**src/rtl/icache_direct_if.sv**
```systemverilog
// Fetch-side and memory-side signal bundle for the direct-mapped instruction cache.
// The slave modport is the cache's own view; master is the surrounding datapath/memory side.
interface icache_direct_if;
  logic        dp_imemREN;
  logic [31:0] dp_imemaddr;
  logic        dp_ihit;
  logic [31:0] dp_imemload;
  logic        ram_iREN;
  logic [31:0] ram_iaddr;
  logic        ram_iwait;
  logic [31:0] ram_iload;
  logic        flush;
  logic [31:0] hit_cnt;
  logic [31:0] miss_cnt;

  modport slave (
    input  dp_imemREN, dp_imemaddr, ram_iwait, ram_iload, flush,
    output dp_ihit, dp_imemload, ram_iREN, ram_iaddr, hit_cnt, miss_cnt
  );

  modport master (
    output dp_imemREN, dp_imemaddr, ram_iwait, ram_iload, flush,
    input  dp_ihit, dp_imemload, ram_iREN, ram_iaddr, hit_cnt, miss_cnt
  );
endinterface

```
**src/rtl/icache_direct.sv**
```systemverilog
// Direct-mapped, one-word-per-line instruction cache with single-word miss fill,
// same-cycle forwarding of the fill word, whole-cache flush and hit/miss counters.
module icache_direct #(
  parameter int SETS  = 16,
  parameter int IDX_W = 4,
  parameter int TAG_W = 26
) (
  input logic            CLK,
  input logic            RST,
  icache_direct_if.slave bus
);

  typedef enum logic [0:0] {
    IDLE  = 1'b0,
    FETCH = 1'b1
  } state_t;

  state_t             state_r;
  state_t             next_state_s;

  logic [SETS-1:0]    valid_r;
  logic [TAG_W-1:0]   tag_r  [SETS];
  logic [31:0]        data_r [SETS];

  logic [31:0]        maddr_r;
  logic [31:0]        hit_cnt_r;
  logic [31:0]        miss_cnt_r;

  logic [31:0]        addr_word_s;
  logic [IDX_W-1:0]   idx_s;
  logic [TAG_W-1:0]   tag_s;
  logic [IDX_W-1:0]   midx_s;
  logic [TAG_W-1:0]   mtag_s;
  logic               lookup_hit_s;

  logic               ihit_s;
  logic [31:0]        iload_s;
  logic               ren_s;
  logic [31:0]        iaddr_s;
  logic               fill_s;
  logic               hit_inc_s;
  logic               miss_inc_s;

  // Byte offset is dropped by masking so the full word address can be compared and latched.
  assign addr_word_s  = bus.dp_imemaddr & 32'hFFFF_FFFC;
  assign idx_s        = addr_word_s[IDX_W+1:2];
  assign tag_s        = addr_word_s[31:IDX_W+2];
  assign midx_s       = maddr_r[IDX_W+1:2];
  assign mtag_s       = maddr_r[31:IDX_W+2];
  assign lookup_hit_s = bus.dp_imemREN & valid_r[idx_s] & (tag_r[idx_s] == tag_s);

  // Next-state, fetch-side response and fill request; everything held quiet during reset.
  always_comb begin
    next_state_s = state_r;
    ihit_s       = 1'b0;
    iload_s      = 32'h0000_0000;
    ren_s        = 1'b0;
    iaddr_s      = 32'h0000_0000;
    fill_s       = 1'b0;
    hit_inc_s    = 1'b0;
    miss_inc_s   = 1'b0;
    if (RST) begin
      next_state_s = IDLE;
    end else begin
      case (state_r)
        IDLE: begin
          if (lookup_hit_s) begin
            ihit_s    = 1'b1;
            iload_s   = data_r[idx_s];
            hit_inc_s = 1'b1;
          end else if (bus.dp_imemREN) begin
            miss_inc_s   = 1'b1;
            next_state_s = FETCH;
          end else begin
            next_state_s = IDLE;
          end
        end
        FETCH: begin
          ren_s   = 1'b1;
          iaddr_s = maddr_r;
          if (!bus.ram_iwait) begin
            fill_s       = 1'b1;
            next_state_s = IDLE;
            // Forward only if the datapath still wants the word being filled.
            if (bus.dp_imemREN && (addr_word_s == maddr_r)) begin
              ihit_s  = 1'b1;
              iload_s = bus.ram_iload;
            end else begin
              ihit_s  = 1'b0;
              iload_s = 32'h0000_0000;
            end
          end else begin
            next_state_s = FETCH;
          end
        end
        default: begin
          next_state_s = IDLE;
        end
      endcase
    end
  end

  // Control state: FSM, valid bits, latched miss address and performance counters.
  always_ff @(posedge CLK) begin
    if (RST) begin
      state_r    <= IDLE;
      valid_r    <= '0;
      maddr_r    <= 32'h0000_0000;
      hit_cnt_r  <= 32'h0000_0000;
      miss_cnt_r <= 32'h0000_0000;
    end else begin
      state_r <= next_state_s;
      // Flush beats a coincident fill so the line ends up invalid.
      if (bus.flush) begin
        valid_r <= '0;
      end else if (fill_s) begin
        valid_r[midx_s] <= 1'b1;
      end else begin
        valid_r <= valid_r;
      end
      if (hit_inc_s) begin
        hit_cnt_r <= hit_cnt_r + 32'd1;
      end else begin
        hit_cnt_r <= hit_cnt_r;
      end
      if (miss_inc_s) begin
        miss_cnt_r <= miss_cnt_r + 32'd1;
        maddr_r    <= addr_word_s;
      end else begin
        miss_cnt_r <= miss_cnt_r;
        maddr_r    <= maddr_r;
      end
    end
  end

  // Tag/data storage has no reset; fill_s is already suppressed while RST is high.
  always_ff @(posedge CLK) begin
    if (fill_s) begin
      data_r[midx_s] <= bus.ram_iload;
      tag_r[midx_s]  <= mtag_s;
    end
  end

  assign bus.dp_ihit     = ihit_s;
  assign bus.dp_imemload = iload_s;
  assign bus.ram_iREN    = ren_s;
  assign bus.ram_iaddr   = iaddr_s;
  assign bus.hit_cnt     = hit_cnt_r;
  assign bus.miss_cnt    = miss_cnt_r;

endmodule

```
**src/flat_wrapper.sv**
```systemverilog
// flat-port wrapper written by rule: the top's interface ports become plain ports
module icache_direct_flat 
#(
  parameter int SETS  = 16,
  parameter int IDX_W = 4,
  parameter int TAG_W = 26
)
  (CLK, RST, bus_dp_imemREN, bus_dp_imemaddr, bus_ram_iwait, bus_ram_iload, bus_flush, bus_dp_ihit, bus_dp_imemload, bus_ram_iREN, bus_ram_iaddr, bus_hit_cnt, bus_miss_cnt);
  icache_direct_if bus_i ();
  input logic CLK;
  input logic RST;
  input wire logic [$bits(bus_i.dp_imemREN)-1:0] bus_dp_imemREN;
  input wire logic [$bits(bus_i.dp_imemaddr)-1:0] bus_dp_imemaddr;
  input wire logic [$bits(bus_i.ram_iwait)-1:0] bus_ram_iwait;
  input wire logic [$bits(bus_i.ram_iload)-1:0] bus_ram_iload;
  input wire logic [$bits(bus_i.flush)-1:0] bus_flush;
  output wire logic [$bits(bus_i.dp_ihit)-1:0] bus_dp_ihit;
  output wire logic [$bits(bus_i.dp_imemload)-1:0] bus_dp_imemload;
  output wire logic [$bits(bus_i.ram_iREN)-1:0] bus_ram_iREN;
  output wire logic [$bits(bus_i.ram_iaddr)-1:0] bus_ram_iaddr;
  output wire logic [$bits(bus_i.hit_cnt)-1:0] bus_hit_cnt;
  output wire logic [$bits(bus_i.miss_cnt)-1:0] bus_miss_cnt;
  assign bus_i.dp_imemREN = bus_dp_imemREN;
  assign bus_i.dp_imemaddr = bus_dp_imemaddr;
  assign bus_i.ram_iwait = bus_ram_iwait;
  assign bus_i.ram_iload = bus_ram_iload;
  assign bus_i.flush = bus_flush;
  assign bus_dp_ihit = bus_i.dp_ihit;
  assign bus_dp_imemload = bus_i.dp_imemload;
  assign bus_ram_iREN = bus_i.ram_iREN;
  assign bus_ram_iaddr = bus_i.ram_iaddr;
  assign bus_hit_cnt = bus_i.hit_cnt;
  assign bus_miss_cnt = bus_i.miss_cnt;
  icache_direct #(.SETS(SETS), .IDX_W(IDX_W), .TAG_W(TAG_W)) u_core (.CLK(CLK), .RST(RST), .bus(bus_i));
endmodule
```
**config.mk**
```make
export PLATFORM = sky130hd
export DESIGN_NAME = icache_direct_flat
export DESIGN_NICKNAME = d
export VERILOG_FILES = /design/src/rtl/icache_direct_if.sv /design/src/rtl/icache_direct.sv /design/src/flat_wrapper.sv
export SDC_FILE = /design/constraint.sdc
export NUM_CORES = 1
export LEC_CHECK = 0
export ABC_CLOCK_PERIOD_IN_PS = 11550
export CAP_MARGIN = 20
export CELL_PAD_IN_SITES_DETAIL_PLACEMENT = 1
export CELL_PAD_IN_SITES_GLOBAL_PLACEMENT = 2
export CORE_MARGIN = 3
export CORE_UTILIZATION = 35
export CTS_CLUSTER_SIZE = 12
export DETAILED_ROUTE_END_ITERATION = 8
export GPL_ROUTABILITY_DRIVEN = 0
export PLACE_DENSITY = 0.61
export SKIP_CTS_REPAIR_TIMING = 1
export SLEW_MARGIN = 5
export SYNTH_ARGS = -nofsm -noshare
export SYNTH_HDL_FRONTEND = slang
export SYNTH_SLANG_ARGS = --single-unit
```
**constraint.sdc**
```tcl
create_clock -name CLK -period 11.55 [get_ports CLK]
set_input_delay 3.465 -clock CLK [delete_from_list [all_inputs] [get_ports CLK]]
set_output_delay 3.465 -clock CLK [all_outputs]
set_load 0.01 [all_outputs]
```
# ---- Word-level counts from Yosys, hierarchy flattened
# Memories as Yosys holds them, arrays and structs flattened.
# Cells that the tools add are included.
dict set report totals {
  ramBits 928
  elab_cells 52
  in_bits 69
  reg_bits 111
  out_inout_bits 130
  mem_count 2
}
# memory words word_bits read_ports rd_clocked_by_memory_dff wr line_no
set memory_table {}
lappend memory_table {u_core.data_r 16 32 1 0 1 icache_direct.sv:23} ;# logic [31:0] data_r [SETS];
lappend memory_table {u_core.tag_r 16 26 1 0 1 icache_direct.sv:22} ;# logic [TAG_W-1:0] tag_r [SETS];
dict set report classes {
  n_bitwise 4
  eq_ne 2
  order_cmp 3
  n_mux 31
  reduce_logical 3
  n_addsub 2
}
# op n
set op_table {}
lappend op_table {{2-to-1 mux 32 bit} 6}
lappend op_table {{adder 32 x 1 -> 32 bit (second input constant)} 2}
lappend op_table {{case mux 32 bit (2 select lines)} 1}
lappend op_table {{== test 30 bit} 1}
lappend op_table {{== test 26 bit} 1}
lappend op_table {{2-to-1 mux 1 bit} 20}
lappend op_table {{OR 16 bit} 1}
lappend op_table {{< comparator 4 x 5 -> 1 bit (second input constant)} 2}
lappend op_table {{binary-select mux 1 bit (select 4 bit)} 1}
lappend op_table {{demux 1 bit (select 4 bit)} 1}
lappend op_table {{greater-or-equal comparator 4 x 1 -> 1 bit (second input constant)} 1}
lappend op_table {{case mux 1 bit (2 select lines)} 2}
lappend op_table {{AND 1 bit} 2}
lappend op_table {{logical AND 1 bit} 2}
lappend op_table {{OR reduction 2 bit} 1}
lappend op_table {{NOT 1 bit} 1}

# ---- Longest topological paths before layout
# Gate-level depths: netlist (run 1).
dict set report depth {
  word_depth 7
  ltp_mapped 16
  depth_no_buf 9
}

# ---- Worst setup path before layout (run 1)
# OpenSTA, ideal clock, no wires.
dict set report synth_path {
  kind {input to output}
  from {input bus_dp_imemaddr[2]}
  to {output bus_dp_imemload[22]}
  path_stages 13
  slack_ns 1.649
  arrival_time_ns 6.436
  path_buffers 4
  required_time_ns 8.085
  cell_sequence {buf_6 buf_4 buf_2 mux4_2 a22oi_1 a21oi_1 nand4b_1 nor4_2 and4_1 nand4_2 or2_2 buf_2 o21ai_1}
}
dict set report synth_between {
  elab_chain_cells 7
  elab_cells_between_ends 14
  classes_between {eq/ne: 2; mux: 7; bitwise: 2; reduce/logical: 1; memory: 2}
}
# element line_no
set synth_lines {}
lappend synth_lines {{start: declaration} flat_wrapper.sv:13} ;# input wire logic [$bits(bus_i.dp_imemaddr)-1:0] bus_dp_imemaddr;
lappend synth_lines {{parallel branches: the longest is 5 deep, another holds memory (16 x 26 bit)} --}
lappend synth_lines {{case mux 32 bit (2 select lines) (*)} icache_direct.sv:65} ;# case (state_r)
lappend synth_lines {{2-to-1 mux 32 bit (*)} icache_direct.sv:62} ;# if (RST) begin
lappend synth_lines {{end: declaration} flat_wrapper.sv:18} ;# output wire logic [$bits(bus_i.dp_imemload)-1:0] bus_dp_imemload;
# Every way passes the cells marked *. The select of a mux whose other input is x is not followed.

# ---- Worst setup path in the final report (run 1)
dict set report layout_path {
  from {input bus_dp_imemaddr[3]}
  to {output bus_dp_imemload[0]}
}
# The elaborated chain is that of the path after synthesis.

==> flow_summary.rst, run 1 <==
.. list-table::
   :header-rows: 1

   * - Metric
     - Value
   * - Outcome
     - finished, final reports clean
   * - Signal arrival time at the worst endpoint
     - 7.83 ns
   * - Number of failing hold endpoints at the final stage
     - 0
   * - Core area
     - 0.117 sq mm
   * - Gate count of the mapped netlist
     - 2188
   * - Maximum clock path buffer count
     - 3
   * - Vias in the first global route
     - 23200
   * - Power density over the cells
     - 162 mW/mm^2
   * - TritonCTS clock tree
     - done
   * - Required @ worst endpoint
     - 8.09 ns
   * - Height of the die
     - 350 um
   * - Cell count after placement
     - 3859
   * - Overflow after GRT
     - 0
   * - Family with the most delay on the worst path
     - simple AND/OR/NAND/NOR gates
   * - Leakage power
     - 15.9 nW
   * - Total clock buffers created by CTS
     - 112
   * - Fraction of post-synthesis cell area in the top cell type by area
     - 67.4%
   * - Top cells by area in the synthesized netlist
     - edfxtp_1 (67%), mux4_2 (14%), dfxtp_1 (5.4%), mux2i_1 (2.1%), xor2_1 (0.80%)
   * - Maximum fanout along the worst path
     - 34
   * - Most common cell after layout, fill and taps aside
     - edfxtp_1
   * - Clock sink total
     - 1039
   * - WL/cell
     - 27.7 um
   * - Area growth syn-to-layout
     - 18.2%
   * - Count of vias placed by the detailed router
     - 21600
   * - Final period demand of the worst path
     - 11.29 ns
   * - Number of non-filler instances in the completed layout
     - 4064
   * - Count of yosys warnings during synthesis
     - 0
   * - Final cycle utilization of the critical path
     - 97.8%
   * - Yosys cell types
     - 55
   * - # setup viols final
     - 0
   * - Share of post-route cells with drive strength above 1
     - 20.3%
   * - Synth Cell Area
     - 0.0414 sq mm
   * - Flop and latch count out of synthesis
     - 1039
   * - Final setup slack of the worst path
     - 0.260 ns
   * - Standard-cell row count
     - 125
   * - Total area of sequential cells
     - 0.0301 sq mm
   * - Vias per Instance
     - 5.32
   * - First-pass detailed-route iteration total
     - 6
   * - IO Count
     - 199
   * - Startpoint Class
     - input pin
   * - IO Port Bufs
     - 194
   * - Slowest Stage Delay on Critical Path
     - 0.54 ns
   * - Floorplan die area
     - 0.122 sq mm
   * - Synth Area per Inst
     - 18.9 sq um
   * - Maximum level of the CTS H-tree
     - 3
   * - Max-cap violations
     - 0
   * - Worst slack after detailed placement
     - 0.238 ns
   * - Worst Path Class, Setup
     - in -> out
   * - Sequential fraction of the synthesis area
     - 72.7%
   * - Area of the multi-input gates
     - 0.0107 sq mm
   * - Fill count
     - 11200
   * - Number of buffers and inverters on the critical path
     - 4
   * - Critical path capture point type
     - output pin
   * - Flip-flop cell with the highest count after synthesis
     - edfxtp_1
   * - Largest net degree at the start of global routing
     - 125
   * - Number of DRC violations after detailed-routing iteration 0
     - 1896
   * - Final routed wirelength across all metal layers
     - 112 mm
   * - Initial antenna violation count
     - 3
   * - Highest-count cells in the layout ignoring fill and taps
     - edfxtp_1 (928), mux4_2 (261), clkdlybuf4s50_1 (189)
   * - Antenna Nets Post-Route
     - 0
   * - Library cell contributing the largest single delay on the critical path
     - clkdlybuf4s50_1
   * - Worst min-delay path class
     - reg -> reg
   * - Horizontal extent of the die
     - 350 um
   * - Post-route setup TNS
     - 0 ns
   * - Share of synthesized registers carrying an async set or reset
     - 0%
   * - Relative slew slack
     - 27.2%
   * - Worst supply voltage drop on vdd
     - 114 uV
   * - Post-route cell area
     - 0.0489 sq mm
   * - Setup repair after global routing missed its margin
     - false
   * - Number of synthesized flops with an enable pin
     - 928
   * - Library cell occupying the most area in the post-synthesis netlist
     - edfxtp_1
   * - Critical Path, Cell by Cell
     - buf_6, buf_4, mux4_2, mux2i_1, mux2i_1, xor2_1, nor4_2, and4_1, nand4_2, or2_2, o21ai_1, buf_4, clkdlybuf4s50_1
   * - Final Max Tran Viols
     - 0
   * - CTS Root Cell
     - clkbuf_16
   * - Final Net Count
     - 2521
   * - Sum of internal, switching and leakage power
     - 7.94 mW
   * - Final HPWL from detailed placement
     - 64.7 mm
   * - Post-Route Skew
     - 0.0356 ns
   * - Wire length of the first global-routing pass
     - 165 mm
   * - Worst slew pin tran
     - 1.09 ns
   * - Residual DRC count
     - 0
   * - Clock slew at the register clock pins of the worst setup and hold paths
     - 0.06 ns
   * - Clock latency on the worst-skew pair
     - 0.70 ns
   * - Initial cell density of the core
     - 35.5%
   * - Total GRT Usage
     - 18.4%
   * - Maximum clock frequency
     - 88.6 MHz
   * - Cell Area, Placed
     - 0.0454 sq mm
-- layer usage --
metal | up-vias | GRT usage (%) | share of wire (%)
met1 | 11700 | 25.5 | 45
met2 | 452 | 30.8 | 49
met4 | 0 | 4.43 | 2.0
li1 | 9348 | - | -
met3 | 138 | 2.54 | 3.6
met5 | - | 0 | 0
-- logic make-up after synthesis --
logic type                 Yosys count  share of synthesized area [%]
AOI/OAI and AO/OA                  185                           2.69
muxes                              362                           16.7
buffers and inverters              169                           1.80
DFF                               1039                           72.7
and+or+nand+nor                    363                           4.61
other                                1                        0.00906
adders and majority gates            2                         0.0605
xor gates and xnor gates            67                           1.42
-- worst paths after layout --
path | startpoint | end | slack, ns | cells after the start
setup / recovery | bus_dp_imemaddr[3] | bus_dp_imemload[0] | 0.26 | 13
hold / removal | u_core.valid_r[14] | u_core.valid_r[14] | 0.47 | 1
setup reg to reg | u_core.tag_r[5][15] | u_core.bus.hit_cnt[28] | 7.15 | 10
hold reg to reg | u_core.valid_r[14] | u_core.valid_r[14] | 0.47 | 1
-- metrics by stage --
step,util (%),hold slack [ns]
final,41.9,0.467
after CTS,41.9,0.469
after global routing,41.9,0.480
after detailed placement,38.9,0.455
after global placement,38.9,0.441
after floorplan,-,0.435
-- area by class of cell --
class                      instances  share of cell area, %
timing repair buffer             265                   5.20
antenna                            2                 0.0102
multi-input combinational        981                   21.8
sequential                      1039                   61.6
tap                             1524                   3.90
inverter                          51                  0.397
clock buffer                     144                   6.06
clock inverter                    58                   1.07
-- cells in the mapped netlist (11+ instances only) --
library cell	instances
nor3_1	12
buf_1	25
and2_1	41
o21ai_0	22
nor2_1	80
edfxtp_1	928
o21ai_1	50
clkbuf_1	51
nand2_1	68
and3_1	17
buf_2	28
nor2b_1	19
or3_1	31
mux2i_1	88
a21oi_1	50
xnor2_1	29
a22oi_1	11
nand4_1	25
o21a_1	17
nand3_1	29
inv_1	49
mux4_2	261
dfxtp_1	111
xor2_1	38
-- power breakdown --
| part | switching (mW) | internal (mW) |
|---|---|---|
| Clock | 1.47 | 1.95 |
| Sequential | 0.0371 | 4.11 |
| Combinational | 0.209 | 0.163 |
| Total | 1.72 | 6.22 |
-- flip-flops by register name (all words and copies together), names as in the netlist --
name	count
u_core.valid_r	16
u_core.bus.hit_cnt	32
u_core.tag_r	416
u_core.state_r	1
u_core.data_r	512
u_core.bus.miss_cnt	32
u_core.maddr_r	30
Power figures use the tool's default switching activity.
==> run 2: changes to the inputs <==
Settings changed: CORE_ASPECT_RATIO set to 2, GPL_TIMING_DRIVEN set to 0.
==> run 2 against run 1 <==
Flip-flop and latch count unchanged. Cell count rose by 2.4%. Sequential share of layout area is 1.5 points lower. Clock skew shrank 0.0058 ns. Worst setup slack got worse by 0.13 ns. First-iteration DRC count decreased by 24%. Largest cell class unchanged. Maximum frequency down 1.2%.
==> flow_summary.rst, run 2 (synthesized netlist as in run 1, its figures left out) <==
.. list-table::
   :header-rows: 1

   * - Metric
     - Value
   * - Outcome
     - finished, final reports clean
   * - Required @ worst endpoint
     - 8.09 ns
   * - Initial cell density of the core
     - 35.4%
   * - End point of the worst hold path
     - u_core.valid_r[11]
   * - # setup viols final
     - 0
   * - Cell count after placement
     - 3999
   * - CTS Root Cell
     - clkbuf_16
   * - Residual DRC count
     - 0
   * - Final routed wirelength across all metal layers
     - 129 mm
   * - Number of non-filler instances in the completed layout
     - 4162
   * - Final cycle utilization of the critical path
     - 98.9%
   * - Final period demand of the worst path
     - 11.42 ns
   * - Core area
     - 0.117 sq mm
   * - First-pass detailed-route iteration total
     - 5
   * - Number of buffers and inverters on the critical path
     - 5
   * - Standard-cell row count
     - 177
   * - IO Port Bufs
     - 188
   * - Final worst hold slack
     - 0.467 ns
   * - Initial antenna violation count
     - 7
   * - Height of the die
     - 492 um
   * - Antenna Nets Post-Route
     - 0
   * - Register-to-Register Path Depth
     - 11
   * - Area growth syn-to-layout
     - 21.2%
   * - Max-cap violations
     - 0
   * - Worst reg2reg path endpoint
     - u_core.bus.miss_cnt[19]
   * - Horizontal extent of the die
     - 249 um
   * - Max Used Layer
     - met5
   * - Number of DRC violations after detailed-routing iteration 0
     - 1444
   * - Worst Path Class, Setup
     - in -> out
   * - Highest-count cells in the layout ignoring fill and taps
     - edfxtp_1 (928), mux4_2 (261), clkdlybuf4s50_1 (187)
   * - Maximum clock frequency
     - 87.5 MHz
   * - Slowest Stage Delay on Critical Path
     - 0.58 ns
   * - Relative slew slack
     - 25.1%
   * - Overflow after GRT
     - 0
   * - Final Max Tran Viols
     - 0
   * - Count of vias placed by the detailed router
     - 22500
   * - Top Registers
     - u_core.data_r (512), u_core.tag_r (416)
   * - Maximum clock path buffer count
     - 3
   * - Most common cell after layout, fill and taps aside
     - edfxtp_1
   * - Post-Route Skew
     - 0.0297 ns
   * - Met1 wire length
     - 48.9 mm
   * - Vias in the first global route
     - 24700
   * - Total clock buffers created by CTS
     - 101
   * - Worst slew pin tran
     - 1.12 ns
   * - Vias per Instance
     - 5.40
   * - Final HPWL from detailed placement
     - 90.6 mm
   * - Startpoint Class
     - input pin
   * - Signal arrival time at the worst endpoint
     - 7.96 ns
   * - Maximum fanout along the worst path
     - 10
   * - TritonCTS clock tree
     - done
   * - Source of the worst register-to-register timing path
     - u_core.tag_r[13][15]
   * - Library cell contributing the largest single delay on the critical path
     - clkdlybuf4s50_1
   * - Number of failing hold endpoints at the final stage
     - 0
   * - Total GRT Usage
     - 21.0%
   * - Cell Area, Placed
     - 0.0469 sq mm
   * - Wire length of the first global-routing pass
     - 184 mm
   * - FF-to-FF setup slack
     - 7.50 ns
   * - Floorplan die area
     - 0.123 sq mm
   * - Worst Hold Launch
     - u_core.valid_r[11]
   * - Critical Path, Cell by Cell
     - clkdlybuf4s50_1, buf_8, buf_8, mux4_2, mux2i_2, xor2_1, nand2_1, a221oi_1, and4_4, nand4_4, or2_4, buf_4, o21ai_2, clkdlybuf4s50_1
   * - Clock slew at the register clock pins of the worst setup and hold paths
     - 0.06 ns
   * - IO Count
     - 199
   * - Clock sink total
     - 1039
   * - Max reg flops
     - 512
   * - Reg with most FFs
     - u_core.data_r
   * - Critical path capture point type
     - output pin
   * - Power density over the cells
     - 154 mW/mm^2
   * - Worst supply voltage drop on vdd
     - 120 uV
   * - Maximum level of the CTS H-tree
     - 3
   * - Post-route cell area
     - 0.0501 sq mm
   * - Clock latency on the worst-skew pair
     - 0.71 ns
   * - Final Net Count
     - 2657
   * - Leakage power
     - 16.4 nW
   * - WL/cell
     - 31.0 um
   * - Number of stages on the worst setup path
     - 14
   * - Largest net degree at the start of global routing
     - 20
   * - Fill count
     - 11200
   * - Family with the most delay on the worst path
     - buffers and inverters
   * - Metal2 WL
     - 70.5 mm
   * - Share of post-route cells with drive strength above 1
     - 22.3%
   * - Worst min-delay path class
     - reg -> reg
   * - Hold path cells
     - 1
   * - Met3 wire length
     - 6.26 mm
==> run 2: changes by cell type in the layout (fill, tap and decap cells not counted), moves of 8 or more <==
cell and delta:
o21ai_2 +9, buf_4 -40, clkinv_1 -19, clkbuf_16 -8, clkbuf_2 +19, o21ai_1 -10
clkbuf_1 +45, clkinv_2 -13, buf_2 +17, buf_6 +36, buf_16 +17, buf_8 +18
buf_12 +20, buf_1 +16
==> run 2: worst reg2reg max path, delay by kind of cell, from the launching register on <==
kind,cells,cell delay [ns]
XOR/XNOR,1,0.26
flip-flops,1,0.37
AO/OA/AOI/OAI,4,1.18
AND/OR/NAND/NOR,2,0.58
buffers and inverters,2,0.57
multiplexers,2,1.01
==> run 2: per-layer routing <==
metal / up-vias / global-route usage (%)
met2: 612 / 39.5
met3: 166 / 3.95
met1: 12100 / 24.3
li1: 9592 / -
met5: - / 0
met4: 10 / 5.61
==> run 2: worst max path at each step <==
stage	start	endpoint	slack, ns
5_1_grt	bus_dp_imemaddr[3]	bus_dp_imemload[19]	-0.02
3_5_place_dp	bus_dp_imemaddr[5]	bus_dp_imemload[26]	-1.88
4_1_cts	bus_dp_imemaddr[5]	bus_dp_imemload[26]	-1.91
3_3_place_gp	RST	u_core.data_r[3][10]	-4.91
6_report	bus_dp_imemaddr[3]	bus_dp_imemload[2]	0.13
2_1_floorplan	bus_dp_imemaddr[2]	bus_dp_imemload[22]	1.65
==> run 2: stage by stage <==
| stage | total power, mW | utilization (%) | setup slack, ns | setup TNS [ns] |
|---|---|---|---|---|
| floorplan | 4.44 | - | 1.65 | 0 |
| CTS | 7.82 | 42.7 | -1.91 | -56.02 |
| global route | 7.98 | 42.9 | -0.0189 | -0.0718 |
| detailed placement | 4.65 | 40.1 | -1.88 | -55.14 |
| global placement | 4.63 | 38.6 | -4.91 | -1303.20 |
| finish | 7.73 | 42.9 | 0.126 | 0 |
==> run 2: cell type report <==
type	count	area [sq um]	area share, %
Timing Repair Buffer	294	3560	7.10
Clock inverter	17	224	0.447
Multi-Input combinational cell	981	10800	21.4
Sequential cell	1039	30100	60.0
Buffer	118	637	1.27
Tap cell	1521	1900	3.80
Antenna cell	1	2.50	0.00499
Inverter	51	194	0.387
Clock buffer	140	2780	5.54
==> run 2: where the power goes <==
group	switching (mW)	internal, mW	leakage, nW
clock	1.39	1.77	1.46
sequential	0.0366	4.11	9.54
combinational	0.247	0.176	5.39
==> run 3: changes to the inputs <==
Settings changed: CTS_BUF_LIST set to sky130_fd_sc_hd__clkbuf_8.
==> run 3 against run 2 <==
Worst hold slack is essentially flat. Critical path depth is the same. Sequential share of layout area grew 0.17 points. Combinational power is essentially flat. Critical endpoint is now bus_dp_imemload[31].
==> flow_summary.rst, run 3 (synthesized netlist as in run 1, its figures left out) <==
.. list-table::
   :header-rows: 1

   * - Metric
     - Value
   * - Outcome
     - finished, final reports clean
   * - FF-to-FF setup slack
     - 7.53 ns
   * - Final Max Tran Viols
     - 0
   * - Max reg flops
     - 512
   * - Final Net Count
     - 2710
   * - Startpoint Class
     - input pin
   * - Antenna Nets Post-Route
     - 0
   * - Critical path capture point type
     - output pin
   * - Slowest Stage Delay on Critical Path
     - 0.61 ns
   * - Wire length of the first global-routing pass
     - 184 mm
   * - Reg with most FFs
     - u_core.data_r
   * - Hold path cells
     - 1
   * - Final routed wirelength across all metal layers
     - 130 mm
   * - End point of the worst hold path
     - u_core.valid_r[11]
   * - Count of vias placed by the detailed router
     - 22700
   * - Final period demand of the worst path
     - 11.46 ns
   * - Core area
     - 0.117 sq mm
   * - Height of the die
     - 492 um
   * - Worst Hold Launch
     - u_core.valid_r[11]
   * - First-pass detailed-route iteration total
     - 5
   * - Cell count after placement
     - 3999
   * - Horizontal extent of the die
     - 249 um
   * - IO Port Bufs
     - 188
   * - Maximum clock frequency
     - 87.3 MHz
   * - Worst slew pin tran
     - 1.17 ns
   * - Number of failing hold endpoints at the final stage
     - 0
   * - Maximum fanout along the worst path
     - 10
   * - WL/cell
     - 30.2 um
   * - Share of post-route cells with drive strength above 1
     - 24.0%
   * - Maximum clock path buffer count
     - 3
   * - # setup viols final
     - 0
   * - Final cycle utilization of the critical path
     - 99.2%
   * - Total clock buffers created by CTS
     - 156
   * - Standard-cell row count
     - 177
   * - Fill count
     - 11300
   * - Largest net degree at the start of global routing
     - 20
   * - Vias in the first global route
     - 25300
   * - Worst min-delay path class
     - reg -> reg
   * - Floorplan die area
     - 0.123 sq mm
   * - Number of DRC violations after detailed-routing iteration 0
     - 1496
   * - Residual DRC count
     - 0
   * - Final worst hold slack
     - 0.467 ns
   * - Source of the worst register-to-register timing path
     - u_core.tag_r[13][15]
   * - Area of the multi-input gates
     - 0.0108 sq mm
   * - Top Registers
     - u_core.data_r (512), u_core.tag_r (416)
   * - Signal arrival time at the worst endpoint
     - 7.99 ns
   * - Number of non-filler instances in the completed layout
     - 4292
   * - Required @ worst endpoint
     - 8.09 ns
   * - Worst supply voltage drop on vdd
     - 121 uV
   * - TritonCTS clock tree
     - done
   * - Leakage power
     - 16.6 nW
   * - Highest-count cells in the layout ignoring fill and taps
     - edfxtp_1 (928), mux4_2 (261), clkdlybuf4s50_1 (187)
   * - Critical Path, Cell by Cell
     - buf_2, buf_2, clkbuf_2, mux4_2, mux2i_2, xor2_1, nand2_1, a221oi_1, and4_4, nand4_4, or2_4, buf_4, o21ai_1, clkdlybuf4s50_1
   * - IO Count
     - 199
   * - CTS Root Cell
     - clkbuf_8
   * - Worst Path Class, Setup
     - in -> out
   * - Post-Route Skew
     - 0.0306 ns
   * - Worst setup path start
     - bus_dp_imemaddr[4]
   * - Max-cap violations
     - 0
   * - Clock slew at the register clock pins of the worst setup and hold paths
     - 0.06 ns
   * - Library cell contributing the largest single delay on the critical path
     - clkdlybuf4s50_1
   * - Final HPWL from detailed placement
     - 90.6 mm
   * - Total GRT Usage
     - 21.2%
   * - Top cell by count, worst path
     - buf_2
   * - Area growth syn-to-layout
     - 20.9%
   * - Vias per Instance
     - 5.30
   * - Worst reg2reg path endpoint
     - u_core.bus.miss_cnt[19]
   * - Power density over the cells
     - 148 mW/mm^2
   * - Clock sink total
     - 1039
   * - Total area of sequential cells
     - 0.0301 sq mm
   * - Post-layout utilization of the core
     - 42.8%
   * - Maximum level of the CTS H-tree
     - 4
   * - Overflow after GRT
     - 0
   * - Initial antenna violation count
     - 9
   * - Register-to-Register Path Depth
     - 10
   * - Clock latency on the worst-skew pair
     - 0.85 ns
   * - Most common cell after layout, fill and taps aside
     - edfxtp_1
   * - Relative slew slack
     - 22.3%
   * - Initial cell density of the core
     - 35.4%
## run 3: changes by cell type in the layout (fill, tap and decap cells not counted), sizes merged
cell      delta
bufinv       -3
clkinvlp     +7
inv         +59
clkbuf      +27
clkinv      +40
diode        +4
buf          -4
## run 3: area by class of cell
class                           instances  area share, %
Sequential cell                      1039           60.2
Buffer                                118           1.30
Timing Repair Buffer                  292           7.08
Clock buffer                          165           4.54
Antenna cell                            5         0.0250
Multi-Input combinational cell        981           21.5
Clock inverter                        120           1.17
Tap cell                             1521           3.81
Inverter                               51          0.388
## run 3: power by group
part           switching, mW  leakage [nW]  internal, mW
sequential            0.0367          9.54          4.11
combinational          0.247          5.39         0.176
clock                   1.46          1.64          1.37
## run 3: metal layers
layer	wire length, um	track usage, %	share of wire [%]
met1	48200	23.9	37
met2	70100	39.2	54
met3	6970	4.77	5.4
met4	4390	7.24	3.4
met5	64	0	0.049
## run 3: worst max-delay path, delay by kind of cell
kind,cells,cell delay [ns]
compound gates,2,0.70
simple gates,4,0.92
mux,2,0.70
buf+inv,5,1.87
xor+xnor,1,0.31
## run 3: worst max-delay path by stage
stage | to | depth (start not counted) | slack, ns
after floorplan | bus_dp_imemload[22] | 13 | 1.65
after global placement | u_core.data_r[3][10] | 5 | -4.91
after detailed placement | bus_dp_imemload[26] | 13 | -1.88
after CTS | bus_dp_imemload[26] | 13 | -1.90
after global routing | bus_dp_imemload[28] | 14 | -0.01
final | bus_dp_imemload[31] | 14 | 0.09
## run 3: per-stage QoR
step	power, mW	instance area, sq um	TNS (ns)	setup WS (ns)
after detailed placement	4.65	46900	-55.14	-1.88
after CTS	7.50	49800	-55.80	-1.90
after floorplan	4.44	41400	0	1.65
after global placement	4.63	45200	-1303.20	-4.91
after global routing	7.68	50000	-0.0339	-0.0108
final	7.40	50000	0	0.0934
==> RTL edit 1 (flow settings as in run 3) <==
`SETS` is set to 16 in 2 places; all go to 32.
--- a/src/rtl/icache_direct.sv
+++ b/src/rtl/icache_direct.sv
@@ -3,3 +3,3 @@
 module icache_direct #(
-  parameter int SETS  = 16,
+  parameter int SETS  = 32,
   parameter int IDX_W = 4,
--- a/src/flat_wrapper.sv
+++ b/src/flat_wrapper.sv
@@ -3,3 +3,3 @@
 #(
-  parameter int SETS  = 16,
+  parameter int SETS  = 32,
   parameter int IDX_W = 4,
Check against the original RTL: not settled (the Yosys comparison gave no result); the edit may change what the design does.
==> RTL edit 1 against run 3 <==
Total power increased by 0.45%; cell area increased by 0.45%; wire length decreased by 1.1%; critical path depth increased by 3; synthesized cell count decreased by 2.2%; synthesized area about the same; setup slack improved by 35 ps; die area about the same; count of clock-buffer cells in the layout increased by 6; global-route usage decreased by 0.33 points; sequential cell count unchanged; non-clock buffer count increased by 14; largest cell class unchanged.
==> RTL edit 1: results (changes against run 3) <==
outcome=complete, no violations; fin nets=2,673 (-1.4%); clk buf depth=3 (unchanged); initial antenna violation count=12 (+3); total number of yosys warnings=0 (unchanged); layout overhead on the synthesized area=21.3%; synth top area cells=edfxtp_1 (67%), mux4_2 (14%), dfxtp_1 (5.4%), mux2i_1 (1.9%), xnor2_1 (0.85%); Worst-Skew Late Latency=840 ps; Commonest cells post-synth=edfxtp_1 (928), mux4_2 (249), dfxtp_1 (111); Post-Place Setup Slack=-1760 ps (+122 ps); DP HPWL=90.1 mm (-0.48%); register area share after synthesis=72.7% (about the same); clk slew on worst S/H paths=60 ps (about the same); Async S/R FF share, synth=0% (unchanged); period utilization=98.9% (-0.30 points); detailed-route via count=23,100 (+1.5%); number of global-route vias before repair=25,600 (+1.2%); first-pass GRT wire length=183 mm (-0.55%); Filler cells=11,300 (-0.27%); delay-heaviest family, CP=buffers and inverters; cell count of the worst reg-to-reg path=10 (unchanged); H-tree levels=4 (unchanged); Iteration-0 DRC Markers=1,706 (+14%); crit path DAT=7960 ps (-30 ps); TritonCTS buffer count=156 (unchanged); IR drop worst, VDD=0.141 mV (+17%); TritonRoute pass-1 iters=5 (unchanged); Global Route Usage Sum=20.8% (-0.33 points); largest net degree at the start of global routing=21 (+5.0%); hold path depth=1 (unchanged); Pleak=16.8 nW (+1.5%); RR Endpoint=u_core.bus.hit_cnt[28]$_SDFFE_PP0P_; Hold Crit Class=flip-flop to flip-flop; Worst Skew=31.8 ps (+1.22 ps); Critical Path Start=bus_dp_imemaddr[2]; end of the critical path=bus_dp_imemload[12]; layout cell share with drive strength beyond 1=25.0% (+0.98 points); biggest registers after layout=u_core.data_r x512, u_core.tag_r x416; flop-to-flop setup slack=6850 ps (-680 ps); port bufs=193 (+2.7%); Unique masters post-synth=60 (+9.1%); reg2reg start=u_core.tag_r[7][11]$_DFFE_PP_; Worst path max stage delay=570 ps (-40 ps); clock tree root buffer cell=clkbuf_8; worst-margin pin slew=1150 ps (-19.7 ps); Worst Path Max Fanout=10 (unchanged); post-DR wirelength/cell=30.1 um (-0.27%); dpl cell area=0.0468 mm^2 (-0.31%); EDFF count, synth=928 (unchanged); CP max stage cell=or4b_4; P_sw=1.71 mW (-1.8%)
==> RTL edit 1: cell types whose count changed after synthesis, moves of 12 or more <==
cell | before | now
xor2_1 | 38 | 21
nor2b_1 | 19 | 6
nand2_1 | 68 | 52
mux2_2 | 3 | 17
o21ai_1 | 50 | 0
mux4_2 | 261 | 249
nor2_1 | 80 | 66
a32o_1 | 1 | 32
or4_1 | 10 | 28
inv_1 | 49 | 25
o31ai_1 | 10 | 26
o21ai_0 | 22 | 37
==> RTL edit 1: cells by family after synthesis <==
family / after synthesis / synth area share [%]
compound gates: 226 / 3.79
xor+xnor: 61 / 1.29
simple gates: 313 / 4.14
flops: 1039 / 72.7
other cells: 1 / 0.00906
fa+ha+maj: 2 / 0.0604
buf+inv: 147 / 1.79
mux: 351 / 16.3
==> RTL edit 1: how the worst min path moves through the flow <==
stage                               startpoint                         endpoint  slack, ps
6_report        u_core.valid_r[8]$_SDFFE_PP0P_   u_core.valid_r[8]$_SDFFE_PP0P_        470
5_1_grt         u_core.valid_r[5]$_SDFFE_PP0P_   u_core.valid_r[5]$_SDFFE_PP0P_        490
4_1_cts         u_core.valid_r[8]$_SDFFE_PP0P_   u_core.valid_r[8]$_SDFFE_PP0P_        470
3_5_place_dp    u_core.valid_r[8]$_SDFFE_PP0P_   u_core.valid_r[8]$_SDFFE_PP0P_        450
3_3_place_gp   u_core.valid_r[12]$_SDFFE_PP0P_  u_core.valid_r[12]$_SDFFE_PP0P_        440
2_1_floorplan  u_core.valid_r[12]$_SDFFE_PP0P_  u_core.valid_r[12]$_SDFFE_PP0P_        440
==> RTL edit 1: layout make-up <==
cell class | count | area share [%]
diodes | 5 | 0.0249
plain buffers | 121 | 1.69
clock buffers | 171 | 4.69
clock inverters | 114 | 1.12
inverters | 26 | 0.209
multi-input cells | 955 | 21.4
flip-flops and latches | 1039 | 59.9
well taps | 1521 | 3.79
repair buffers | 303 | 7.12
==> RTL edit 1: power groups by stage <==
stage,Sequential (mW),Combinational [mW],Clock [mW]
finish,4.15,0.420,2.87
global route,4.15,0.448,3.12
CTS,4.15,0.413,2.96
detailed placement,4.23,0.411,0
global placement,4.23,0.393,0
floorplan,4.21,0.226,0
==> RTL edit 1: stage by stage <==
| step | hold WS [ps] | instances | setup TNS (ps) |
|---|---|---|---|
| floorplan | 435 | 2141 | 0 |
| global placement | 441 | 3855 | -1413090 |
| detailed placement | 454 | 3943 | -54540 |
| CTS | 470 | 4228 | -55190 |
| global route | 494 | 4251 | -10.2 |
| finish | 465 | 4255 | 0 |
==> RTL edit 1: layer usage <==
layer  share of wire (%)  vias to the layer above  global-route usage (%)
met3                 4.6                      222                    4.27
met5               0.061                        -                       0
met2                  55                      660                    39.1
li1                    -                     9762                       -
met1                  37                    12400                    22.9
met4                 3.6                       12                    8.07
==> RTL edit 2 (config.mk and constraints of run 3) <==
Without the edit above. Reset style: asynchronous (`RST`), changed in one clocked block.
--- a/src/rtl/icache_direct.sv
+++ b/src/rtl/icache_direct.sv
@@ -103,3 +103,3 @@
   // Control state: FSM, valid bits, latched miss address and performance counters.
-  always_ff @(posedge CLK) begin
+  always_ff @(posedge CLK or posedge RST) begin
     if (RST) begin
Check against the original RTL: not equivalent (Yosys sat finds a counterexample within 4 cycles, from zero or initial values and one cycle with RST high; the reset may be asserted at any time).
==> RTL edit 2 against run 3 <==
Wire length rose by 2.1%; cell area rose by 0.25%; worst hold slack improved by 26 ps; synthesized area rose by 1.3%; critical path depth did not move; non-clock buffer count fell by 26; total power rose by 3.4%; sequential cell count did not move; setup slack got worse by 48 ps; critical endpoint is now bus_dp_imemload[1].
==> RTL edit 2: results (changes against run 3) <==
Unique masters post-synth=66 (+20%); syn_area_per_cell=19.6 um^2 (+3.5%); Global Route Usage Sum=21.4% (+0.23 points); end of the critical path=bus_dp_imemload[1]; post-synthesis xor/xnor area fraction=2.67% (+1.3 points); sw frac=24.5% (+0.88 points); DP HPWL=92.2 mm (+1.8%); post-DR wirelength/cell=31.3 um (+3.7%); Post-Place Setup Slack=-1690 ps (+193 ps); Worst path max stage delay=650 ps (+40 ps); TritonRoute pass-1 iters=6 (+1); largest net degree at the start of global routing=77 (+290%); Cells after DPL=3,953 (-1.2%); synth top area cells=edfxtp_1 (66%), mux4_2 (13%), dfrtp_1 (6.6%), mux2i_1 (1.9%), xnor2_1 (1.6%); Internal=5.78 mW (+2.2%); #MultiIn Comb=942 (-4.0%); antenna diode count=3 (-2); adder-cell share of the synthesized area=0.0597% (-0.00079 points); Worst Skew=38.2 ps (+7.58 ps); Pleak=16.9 nW (+1.8%); Critical Path Start=bus_dp_imemaddr[5]; register area share after synthesis=73.1% (+0.38 points); multiplexer area fraction after synthesis=16.2% (-0.46 points); WHS Endpoint=u_core.bus.miss_cnt[31]$_DFFE_PP0P_; outcome=complete, no violations; crit path DAT=8040 ps (+50 ps); IR drop worst, VDD=0.120 mV (-0.33%); Synth Area in Compound Gates=1.58% (-1.1 points); RR Endpoint=u_core.maddr_r[4]$_DFFE_PP0P_
[RTL edit 2: changes by cell type in the layout (fill, tap and decap cells not counted), moves of 18 or more]
cell,change
dfrtp_1,+111
dfxtp_1,-111
xnor2_1,+46
a21oi_1,-42
o21ai_1,-31
or3_1,-28
mux2_1,+18
[RTL edit 2: logic make-up after synthesis]
| group | count (synthesis) |
|---|---|
| DFF | 1039 |
| xor gates and xnor gates | 128 |
| and+or+nand+nor | 343 |
| muxes | 369 |
| other | 1 |
| adders and majority gates | 2 |
| AOI/OAI and AO/OA | 98 |
| buffers and inverters | 161 |
[RTL edit 2: routing by layer]
metal	vias to the layer above	global-route usage, %	part of all wire [%]
li1	9467	-	-
met5	-	0	0.074
met1	12200	23.0	36
met3	266	3.76	4.3
met2	685	40.6	55
met4	10	9.64	4.6
